$ cat config.mk
export PLATFORM = sky130hd
export DESIGN_NAME = mem_stage_controller_flat
export DESIGN_NICKNAME = d
export VERILOG_FILES = /design/src/rtl/mem_stage_controller_if.sv /design/src/rtl/mem_stage_controller.sv /design/src/flat_wrapper.sv
export SDC_FILE = /design/constraint.sdc
export NUM_CORES = 1
export LEC_CHECK = 0
export CAP_MARGIN = 5
export CORE_UTILIZATION = 40
export DETAILED_ROUTE_END_ITERATION = 10
export PLACE_DENSITY = 0.74
export REMOVE_ABC_BUFFERS = 1
export SLEW_MARGIN = 0
export SYNTH_ARGS = -nofsm -noshare
export SYNTH_HDL_FRONTEND = slang
export SYNTH_SLANG_ARGS = --single-unit
$ cat constraint.sdc
create_clock -name clock -period 10.85 [get_ports clock]
set_input_delay 2.17 -clock clock [delete_from_list [all_inputs] [get_ports clock]]
set_output_delay 2.17 -clock clock [all_outputs]
set_load 0.01 [all_outputs]
$ cat src/rtl/mem_stage_controller_if.sv
// Memory-stage bundle: EX/MEM control fields, data-memory port and pipeline feedback.
// The controller takes the master view; the pipeline/memory environment takes the slave view.
interface mem_stage_controller_if;
    logic        is_load;
    logic        is_store;
    logic [2:0]  load_variant;
    logic [2:0]  store_variant;
    logic [31:0] addr;
    logic [31:0] store_data;

    logic        mem_req;
    logic        mem_we;
    logic [31:0] mem_addr;
    logic [31:0] mem_wdata;
    logic [3:0]  mem_be;
    logic        mem_ack;
    logic [31:0] mem_rdata;

    logic [31:0] load_result;
    logic        load_valid;
    logic        pipe_stall;
    logic        fault;
    logic [1:0]  fault_cause;

    modport master (
        input  is_load, is_store, load_variant, store_variant, addr, store_data,
        input  mem_ack, mem_rdata,
        output mem_req, mem_we, mem_addr, mem_wdata, mem_be,
        output load_result, load_valid, pipe_stall, fault, fault_cause
    );

    modport slave (
        output is_load, is_store, load_variant, store_variant, addr, store_data,
        output mem_ack, mem_rdata,
        input  mem_req, mem_we, mem_addr, mem_wdata, mem_be,
        input  load_result, load_valid, pipe_stall, fault, fault_cause
    );
endinterface

$ cat src/rtl/mem_stage_controller.sv
// RISC-V memory-stage sequencer: one req/ack transaction per load/store, byte-lane
// placement for stores, extraction/extension for loads, stall and fault reporting.
module mem_stage_controller #(
    parameter int unsigned TIMEOUT_CYCLES = 255
) (
    input  logic                   clock,
    input  logic                   reset,
    mem_stage_controller_if.master bus
);

    localparam int unsigned CW = 10;
    localparam logic [CW-1:0] CNT_LAST = CW'(TIMEOUT_CYCLES - 1);

    localparam logic [1:0] CAUSE_MISALIGNED = 2'b01;
    localparam logic [1:0] CAUSE_ILLEGAL    = 2'b10;
    localparam logic [1:0] CAUSE_TIMEOUT    = 2'b11;

    typedef enum logic [1:0] {
        S_IDLE,
        S_REQ,
        S_DONE,
        S_FAULT
    } state_t;

    state_t      state_q, state_d;
    logic        mem_req_q, mem_req_d;
    logic        mem_we_q, mem_we_d;
    logic [31:0] mem_addr_q, mem_addr_d;
    logic [31:0] mem_wdata_q, mem_wdata_d;
    logic [3:0]  mem_be_q, mem_be_d;
    logic [31:0] load_result_q, load_result_d;
    logic        load_valid_q, load_valid_d;
    logic        fault_q, fault_d;
    logic [1:0]  fault_cause_q, fault_cause_d;
    logic [CW-1:0] cnt_q, cnt_d;
    logic [1:0]  lsb_q, lsb_d;
    logic [2:0]  variant_q, variant_d;

    logic        access;
    logic        illegal;
    logic        misaligned;
    logic [1:0]  size_sel;
    logic [31:0] wdata_new;
    logic [3:0]  be_new;
    logic [7:0]  rd_byte;
    logic [15:0] rd_half;
    logic [31:0] extracted;
    logic        stall;

    // Access decode on the live EX/MEM fields; funct3[1:0] encodes the access size.
    always_comb begin
        access   = bus.is_load | bus.is_store;
        size_sel = bus.is_store ? bus.store_variant[1:0] : bus.load_variant[1:0];
        illegal  = 1'b0;
        if (bus.is_load && bus.is_store) begin
            illegal = 1'b1;
        end else if (bus.is_load) begin
            illegal = (bus.load_variant == 3'b011) || (bus.load_variant[2:1] == 2'b11);
        end else if (bus.is_store) begin
            illegal = (bus.store_variant == 3'b011) || bus.store_variant[2];
        end
        case (size_sel)
            2'b01:   misaligned = bus.addr[0];
            2'b10:   misaligned = |bus.addr[1:0];
            default: misaligned = 1'b0;
        endcase
    end

    always_comb begin
        wdata_new = '0;
        be_new    = '1;
        if (bus.is_store) begin
            case (bus.store_variant[1:0])
                2'b00: begin
                    wdata_new = {4{bus.store_data[7:0]}};
                    be_new    = 4'b0001 << bus.addr[1:0];
                end
                2'b01: begin
                    wdata_new = {2{bus.store_data[15:0]}};
                    be_new    = bus.addr[1] ? 4'b1100 : 4'b0011;
                end
                default: begin
                    wdata_new = bus.store_data;
                    be_new    = '1;
                end
            endcase
        end
    end

    // Extraction uses the offset and variant captured at launch, not the live inputs.
    always_comb begin
        rd_byte = bus.mem_rdata[{lsb_q, 3'b000} +: 8];
        rd_half = bus.mem_rdata[{lsb_q[1], 4'b0000} +: 16];
        case (variant_q)
            3'b000:  extracted = {{24{rd_byte[7]}}, rd_byte};
            3'b001:  extracted = {{16{rd_half[15]}}, rd_half};
            3'b100:  extracted = {24'h0, rd_byte};
            3'b101:  extracted = {16'h0, rd_half};
            default: extracted = bus.mem_rdata;
        endcase
    end

    always_comb begin
        state_d       = state_q;
        mem_req_d     = mem_req_q;
        mem_we_d      = mem_we_q;
        mem_addr_d    = mem_addr_q;
        mem_wdata_d   = mem_wdata_q;
        mem_be_d      = mem_be_q;
        load_result_d = load_result_q;
        load_valid_d  = 1'b0;
        fault_d       = 1'b0;
        fault_cause_d = fault_cause_q;
        cnt_d         = cnt_q;
        lsb_d         = lsb_q;
        variant_d     = variant_q;
        stall         = 1'b0;

        case (state_q)
            S_IDLE: begin
                if (access) begin
                    stall = 1'b1;
                    if (illegal || misaligned) begin
                        state_d       = S_FAULT;
                        fault_d       = 1'b1;
                        fault_cause_d = illegal ? CAUSE_ILLEGAL : CAUSE_MISALIGNED;
                    end else begin
                        state_d     = S_REQ;
                        mem_req_d   = 1'b1;
                        mem_we_d    = bus.is_store;
                        mem_addr_d  = {bus.addr[31:2], 2'b00};
                        mem_be_d    = be_new;
                        mem_wdata_d = wdata_new;
                        cnt_d       = '0;
                        lsb_d       = bus.addr[1:0];
                        variant_d   = bus.load_variant;
                    end
                end
            end
            S_REQ: begin
                stall = 1'b1;
                cnt_d = cnt_q + CW'(1);
                // An acknowledge on the expiry cycle still completes the access.
                if (bus.mem_ack) begin
                    mem_req_d = 1'b0;
                    state_d   = S_DONE;
                    if (!mem_we_q) begin
                        load_result_d = extracted;
                        load_valid_d  = 1'b1;
                    end
                end else if (cnt_q == CNT_LAST) begin
                    mem_req_d     = 1'b0;
                    fault_d       = 1'b1;
                    fault_cause_d = CAUSE_TIMEOUT;
                    state_d       = S_FAULT;
                end
            end
            S_DONE, S_FAULT: begin
                state_d = S_IDLE;
            end
            default: begin
                state_d = S_IDLE;
            end
        endcase
    end

    always_ff @(posedge clock or posedge reset) begin
        if (reset) begin
            state_q       <= S_IDLE;
            mem_req_q     <= 1'b0;
            mem_we_q      <= 1'b0;
            mem_addr_q    <= '0;
            mem_wdata_q   <= '0;
            mem_be_q      <= '0;
            load_result_q <= '0;
            load_valid_q  <= 1'b0;
            fault_q       <= 1'b0;
            fault_cause_q <= '0;
            cnt_q         <= '0;
            lsb_q         <= '0;
            variant_q     <= '0;
        end else begin
            state_q       <= state_d;
            mem_req_q     <= mem_req_d;
            mem_we_q      <= mem_we_d;
            mem_addr_q    <= mem_addr_d;
            mem_wdata_q   <= mem_wdata_d;
            mem_be_q      <= mem_be_d;
            load_result_q <= load_result_d;
            load_valid_q  <= load_valid_d;
            fault_q       <= fault_d;
            fault_cause_q <= fault_cause_d;
            cnt_q         <= cnt_d;
            lsb_q         <= lsb_d;
            variant_q     <= variant_d;
        end
    end

    // The stall is gated by reset so it drops with the asynchronous clear.
    assign bus.pipe_stall  = stall & ~reset;
    assign bus.mem_req     = mem_req_q;
    assign bus.mem_we      = mem_we_q;
    assign bus.mem_addr    = mem_addr_q;
    assign bus.mem_wdata   = mem_wdata_q;
    assign bus.mem_be      = mem_be_q;
    assign bus.load_result = load_result_q;
    assign bus.load_valid  = load_valid_q;
    assign bus.fault       = fault_q;
    assign bus.fault_cause = fault_cause_q;

endmodule

$ cat src/flat_wrapper.sv
// flat-port wrapper written by rule: the top's interface ports become plain ports
module mem_stage_controller_flat 
#(
    parameter int unsigned TIMEOUT_CYCLES = 255
)
  (clock, reset, bus_is_load, bus_is_store, bus_load_variant, bus_store_variant, bus_addr, bus_store_data, bus_mem_ack, bus_mem_rdata, bus_mem_req, bus_mem_we, bus_mem_addr, bus_mem_wdata, bus_mem_be, bus_load_result, bus_load_valid, bus_pipe_stall, bus_fault, bus_fault_cause);
  mem_stage_controller_if bus_i ();
  input  logic clock;
  input  logic reset;
  input wire logic [$bits(bus_i.is_load)-1:0] bus_is_load;
  input wire logic [$bits(bus_i.is_store)-1:0] bus_is_store;
  input wire logic [$bits(bus_i.load_variant)-1:0] bus_load_variant;
  input wire logic [$bits(bus_i.store_variant)-1:0] bus_store_variant;
  input wire logic [$bits(bus_i.addr)-1:0] bus_addr;
  input wire logic [$bits(bus_i.store_data)-1:0] bus_store_data;
  input wire logic [$bits(bus_i.mem_ack)-1:0] bus_mem_ack;
  input wire logic [$bits(bus_i.mem_rdata)-1:0] bus_mem_rdata;
  output wire logic [$bits(bus_i.mem_req)-1:0] bus_mem_req;
  output wire logic [$bits(bus_i.mem_we)-1:0] bus_mem_we;
  output wire logic [$bits(bus_i.mem_addr)-1:0] bus_mem_addr;
  output wire logic [$bits(bus_i.mem_wdata)-1:0] bus_mem_wdata;
  output wire logic [$bits(bus_i.mem_be)-1:0] bus_mem_be;
  output wire logic [$bits(bus_i.load_result)-1:0] bus_load_result;
  output wire logic [$bits(bus_i.load_valid)-1:0] bus_load_valid;
  output wire logic [$bits(bus_i.pipe_stall)-1:0] bus_pipe_stall;
  output wire logic [$bits(bus_i.fault)-1:0] bus_fault;
  output wire logic [$bits(bus_i.fault_cause)-1:0] bus_fault_cause;
  assign bus_i.is_load = bus_is_load;
  assign bus_i.is_store = bus_is_store;
  assign bus_i.load_variant = bus_load_variant;
  assign bus_i.store_variant = bus_store_variant;
  assign bus_i.addr = bus_addr;
  assign bus_i.store_data = bus_store_data;
  assign bus_i.mem_ack = bus_mem_ack;
  assign bus_i.mem_rdata = bus_mem_rdata;
  assign bus_mem_req = bus_i.mem_req;
  assign bus_mem_we = bus_i.mem_we;
  assign bus_mem_addr = bus_i.mem_addr;
  assign bus_mem_wdata = bus_i.mem_wdata;
  assign bus_mem_be = bus_i.mem_be;
  assign bus_load_result = bus_i.load_result;
  assign bus_load_valid = bus_i.load_valid;
  assign bus_pipe_stall = bus_i.pipe_stall;
  assign bus_fault = bus_i.fault;
  assign bus_fault_cause = bus_i.fault_cause;
  mem_stage_controller #(.TIMEOUT_CYCLES(TIMEOUT_CYCLES)) u_core (.clock(clock), .reset(reset), .bus(bus_i));
endmodule
; ---- Yosys cells after proc, flatten, opt, wreduce, memory -nomap -nowiden
; Cells that the tools add are included.
[classes]
add_sub_neg = 1
multipliers = 0
div_mod_pow = 0
order_cmp = 0
eq_ne = 19
shifts = 3
mux = 39
bitwise_logic = 5
reduce_logical = 16
[op_table]
columns = op, count
row1 = 32-bit case mux with 4 select lines, 1
row2 = 32-bit case mux with 2 select lines, 1
row3 = 32-bit 2-to-1 mux, 1
row4 = 32-bit by 6-bit variable part select with 16-bit output, 1
row5 = 32-bit by 6-bit variable part select with 8-bit output, 1
row6 = 10-bit 2-to-1 mux, 2
row7 = 10-bit case mux with 2 select lines, 1
row8 = 2-bit 2-to-1 mux, 9
row9 = 1-bit 2-to-1 mux, 15
row10 = 10-bit by 1-bit adder with 10-bit output (second input constant), 1
row11 = 10-bit by 8-bit == test with 1-bit output (second input constant), 1
row12 = 3-bit AND reduction, 3
row13 = 2-bit == test (second input constant), 4
row14 = 4-bit 2-to-1 mux, 2
row15 = 1-bit case mux with 2 select lines, 4
row16 = 4-bit case mux with 2 select lines, 1
row17 = 2-bit by 1-bit == test with 1-bit output (second input constant), 3
row18 = 3-bit by 2-bit == test with 1-bit output (second input constant), 2
row19 = 3-bit == test (second input constant), 2
row20 = 2-bit by 1-bit inequality test with 1-bit output (second input constant), 3
row21 = 2-bit case mux with 3 select lines, 1
row22 = 5-bit AND reduction, 1
row23 = 2-bit zero test, 2
row24 = 2-bit inequality test (second input constant), 2
row25 = 14 further kinds, 19
[word_totals]
ff_bits = 121
latchBits = 0
mem_bits_rw = 0
mem_bits_ro = 0
input_bits = 107
wordCells = 96
n_memories = 0

; ---- Logic depth before layout (Yosys ltp)
[depth]
word_depth = 9
mapped_depth = 12
depth_no_buf = 8

; ---- Least setup slack after synthesis
; Ideal clock, no wire load.
[synth_timing]
path_type = input-to-output
start = in bus_is_store
end = out bus_pipe_stall
t_arrival_ns = 2.701
slack_ns = 5.979
stages = 4
cell_sequence = buf_4 -> nor2_1 -> a21o_1 -> nor2_1
[synth_via]
elab_chain_len = 4
[synth_lines]
columns = item, line_no
row1 = from (decl), flat_wrapper.sv:11  ; input wire logic [$bits(bus_i.is_store)-1:0] bus_is_store;
row2 = 1-bit bitwise OR, mem_stage_controller.sv:52  ; access = bus.is_load | bus.is_store;
row3 = 1-bit 2-to-1 mux, mem_stage_controller.sv:121  ; if (access) begin
row4 = 1-bit case mux with 2 select lines, mem_stage_controller.sv:119  ; case (state_q)
row5 = 1-bit AND, mem_stage_controller.sv:200  ; assign bus.pipe_stall = stall & ~reset;
row6 = to (decl), flat_wrapper.sv:25  ; output wire logic [$bits(bus_i.pipe_stall)-1:0] bus_pipe_stall;
; No other way between the ends.

; ---- Final worst setup path
; Same ends and word-level chain as after synthesis.

==> metrics.md <==
| Metric | Value |
|---|---|
| Critical Path Stages | `5` |
| Clock sinks | `121` |
| Area of the multi-input gates | `0.00245 mm2` |
| Area grow syn2layout | `49.1%` |
| Final nets | `866` |
| Avg Inst Size Synth | `10.2 um2` |
| N_diodes | `0` |
| Setup crit end | `bus_pipe_stall` |
| Worst-case clock buffer depth | `2` |
| Skew final | `0.0101 ns` |
| Setup Buffers After CTS | `0` |
| Pin count of the biggest net entering global routing | `71` |
| Core area | `0.0139 mm2` |
| Die Width | `122 um` |
| CTS buffer count | `17` |
| GR peak layer | `met2` |
| Leading cell type in the layout, fill and taps excluded | `clkdlybuf4s50_1` |
| Min-delay worst type | `reg2reg` |
| Adder-cell share of the synthesized area | `0.00876` |
| Worst setup EP type | `primary output` |
| M1 GR Usage | `0.269` |
| Worst slew pin tran | `1.14 ns` |
| Number of global-route vias before repair | `5317` |
| Top FF cell, synth | `dfrtp_1` |
| Die height | `122 um` |
| Routability cong. | `0.855` |
| Complex-gate fraction of the synthesized area | `0.136` |
| Crit-path cells | `clkdlybuf4s50_1 -> nor2_1 -> a21o_1 -> nor2_1 -> clkdlybuf4s50_1` |
| GR Util All Layers | `0.237` |
| Placed insts | `916` |
| Xor and xnor area share after synthesis | `0` |
| Gate Count Post-Synth | `558` |
| Relative slew slack | `0.237` |
| Vias/cell | `5.44` |
| Run status | `finished, final reports clean` |
| Worst EP arrival | `3.76 ns` |
| ANT nets after route | `0` |
| Reg2reg path depth | `6` |
| Io pins | `214` |
| DRC Markers | `0` |
| Max Fanout on Critical Path | `9` |
| Skew-Pair Late Insertion Delay | `0.42 ns` |
| R2R Setup Slk | `7.96 ns` |
| Max Fclk | `169 MHz` |
| Maximum vdd drop | `0.000196 V` |
| Seq/Total Area, Yosys | `0.530` |
| Die area | `0.0148 mm2` |
| Initial antenna violation count | `0` |
| Power per cell area | `274 mW/mm2` |
| Initial drt markers | `341` |
| Portion of netlist area occupied by mux cells | `0.136` |
| P_leak | `0.00366 uW` |
| Hold_buf cts | `0` |
| Crit Path Class | `in2out` |
| CP startpoint kind | `primary input` |
| Delay-heaviest family, CP | `buffers and inverters` |
| Cell Rows | `43` |
| CTS tree | `done` |
| Tmin final | `5.93 ns` |
| Critical path buffers and inverters | `2` |
| DR pass1 iterations | `6` |
| CP max stage cell | `clkdlybuf4s50_1` |
| Max Slew Vio Count | `0` |
| First-pass GRT wire length | `26700 um` |
| Global routing usage on met2 | `0.387` |
| Post-cts sizing count | `0` |
| Yosys reg bits | `121` |
| Final HPWL DP | `11700 um` |
| Hold path cells | `2` |
| Fin cells | `948` |
| Post-synthesis cell type count | `50` |
| Detailed Route WL | `16900 um` |
| Final hold vios | `0` |
| Post-synth ARST share | `1.00` |
| Post-synth EDFFs | `0` |
| Fin crit share | `0.547` |
| CTS root buffer | `clkbuf_16` |
| Setup TNS | `0 ns` |
| Reg2reg start | `u_core.state_q[1]$_DFFE_PP0P_` |
| Crit path from | `bus_is_store` |
| Layout cells sized above 1 | `0.113` |
| CP max stage delay | `0.67 ns` |
| DR WL/cell | `17.8 um` |
| GRT Residual Overflow | `0` |
| Fillers | `1157` |
| Post-Syn Area | `0.00571 mm2` |
| Worst r2r dst | `u_core.bus.load_result[10]$_DFFE_PP0P_` |
| Simple-gate share of the synthesized area | `0.148` |
| # port buffers | `211` |
| Syn. warnings | `0` |
| Final setup viols | `0` |
| Commonest non-fill, non-tap cells in the layout | `211 x clkdlybuf4s50_1, 121 x dfrtp_1, 66 x nand2_1, 51 x o21ai_0, 42 x mux2_2` |
| Max Cap Viol | `0` |
| Critical Path RT | `8.68 ns` |
| RSZ-0062 raised after global routing | `no` |
| Met3 Use GR | `0.0963` |
| Largest family of logic cells by synthesized area | `simple AND/OR/NAND/NOR gates` |
| Worst-path clk slew | `0.05 ns` |
| Initial core utilization | `0.412` |
| Register area | `0.00303 mm2` |
| H-Tree Depth | `4` |
| Vias after detailed routing | `5160` |
==> stage by stage <==
step | setup slack [ns] | instance area [um2] | util | hold slack [ns] | power [uW]
finish | 4.92 | 8520 | 0.613 | 0.475 | 2330
global route | 4.82 | 8520 | 0.613 | 0.505 | 2480
CTS | 4.90 | 8520 | 0.613 | 0.481 | 2350
detailed placement | 4.91 | 7920 | 0.571 | 0.470 | 1780
global placement | 4.92 | 7920 | 0.571 | 0.460 | 1740
floorplan | 5.11 | 5550 | - | 0.480 | 1230
==> worst reg2reg max path, delay by kind of cell (launching register included) <==
| family | cells | cell delay [ns] |
|---|---|---|
| AOI/OAI and AO/OA | 2 | 0.19 |
| buffers and inverters | 1 | 0.82 |
| DFF | 1 | 0.51 |
| and+or+nand+nor | 3 | 1.23 |
==> worst min-delay path by stage <==
stage | startpoint | end
2_1_floorplan | u_core.lsb_q[0]$_DFFE_PP0P_ | u_core.lsb_q[0]$_DFFE_PP0P_
3_3_place_gp | u_core.bus.load_result[3]$_DFFE_PP0P_ | u_core.bus.load_result[3]$_DFFE_PP0P_
3_5_place_dp | u_core.bus.load_result[0]$_DFFE_PP0P_ | u_core.bus.load_result[0]$_DFFE_PP0P_
4_1_cts | u_core.bus.load_result[0]$_DFFE_PP0P_ | u_core.bus.load_result[0]$_DFFE_PP0P_
5_1_grt | u_core.bus.fault_cause[0]$_DFFE_PP0P_ | u_core.bus.fault_cause[0]$_DFFE_PP0P_
6_report | u_core.bus.load_result[0]$_DFFE_PP0P_ | u_core.bus.load_result[0]$_DFFE_PP0P_
==> kinds of logic (layout without fill, tap and decap cells) <==
logic type,Yosys count,count (layout)
and+or+nand+nor,179,179
other,1,2
buffers and inverters,56,265
AOI/OAI and AO/OA,126,126
DFF,121,121
muxes,71,71
adders and majority gates,4,4
==> layer usage <==
layer | up-vias | share of wire
met5 | - | 0
met4 | 0 | 0.025
met3 | 34 | 0.11
met2 | 250 | 0.48
met1 | 2503 | 0.38
li1 | 2373 | -
==> state kept, by name (all words and copies together) (netlist names), 2 cells and up <==
register,flops
u_core.bus.mem_be,4
u_core.bus.fault_cause,2
u_core.cnt_q,10
u_core.bus.mem_addr,30
u_core.bus.load_result,32
u_core.state_q,2
u_core.bus.mem_wdata,32
u_core.variant_q,3
u_core.lsb_q,2
==> power breakdown <==
| part | leakage (uW) | switching, uW | internal (uW) |
|---|---|---|---|
| clock | 0.000282 | 202 | 356 |
| combinational | 0.00188 | 415 | 535 |
| sequential | 0.00150 | 169 | 654 |
| total | 0.00366 | 786 | 1540 |
==> final cells by class <==
class,instances,share of cell area
Sequential cell,121,0.356
Inverter,17,0.00779
Timing Repair Buffer,216,0.252
Tap cell,180,0.0264
Clock buffer,22,0.0557
Multi-Input combinational cell,382,0.288
Clock inverter,10,0.0140
==> Yosys cell counts, types with 3 or more instances <==
| library cell | count | area, um2 |
|---|---|---|
| dfrtp_1 | 121 | 3030 |
| nand2_1 | 66 | 248 |
| o21ai_0 | 51 | 255 |
| mux2_2 | 42 | 473 |
| nor2_1 | 38 | 143 |
| nand3_1 | 36 | 180 |
| mux2i_1 | 28 | 280 |
| a21oi_1 | 26 | 130 |
| clkbuf_1 | 24 | 90.1 |
| inv_1 | 17 | 63.8 |
| a22o_1 | 9 | 78.8 |
| a31oi_1 | 9 | 56.3 |
| nand3b_1 | 9 | 67.6 |
| o22ai_1 | 8 | 50.1 |
| buf_1 | 5 | 18.8 |
| buf_2 | 5 | 25.0 |
| buf_4 | 5 | 37.5 |
| nand2b_1 | 5 | 31.3 |
| nand4_1 | 5 | 31.3 |
| ha_1 | 4 | 50.1 |
| nor3_1 | 4 | 20.0 |
| a21o_1 | 3 | 22.5 |
| a2bb2oi_1 | 3 | 26.3 |
| o2bb2ai_1 | 3 | 26.3 |
No activity file was read; power rests on OpenSTA's default activity.
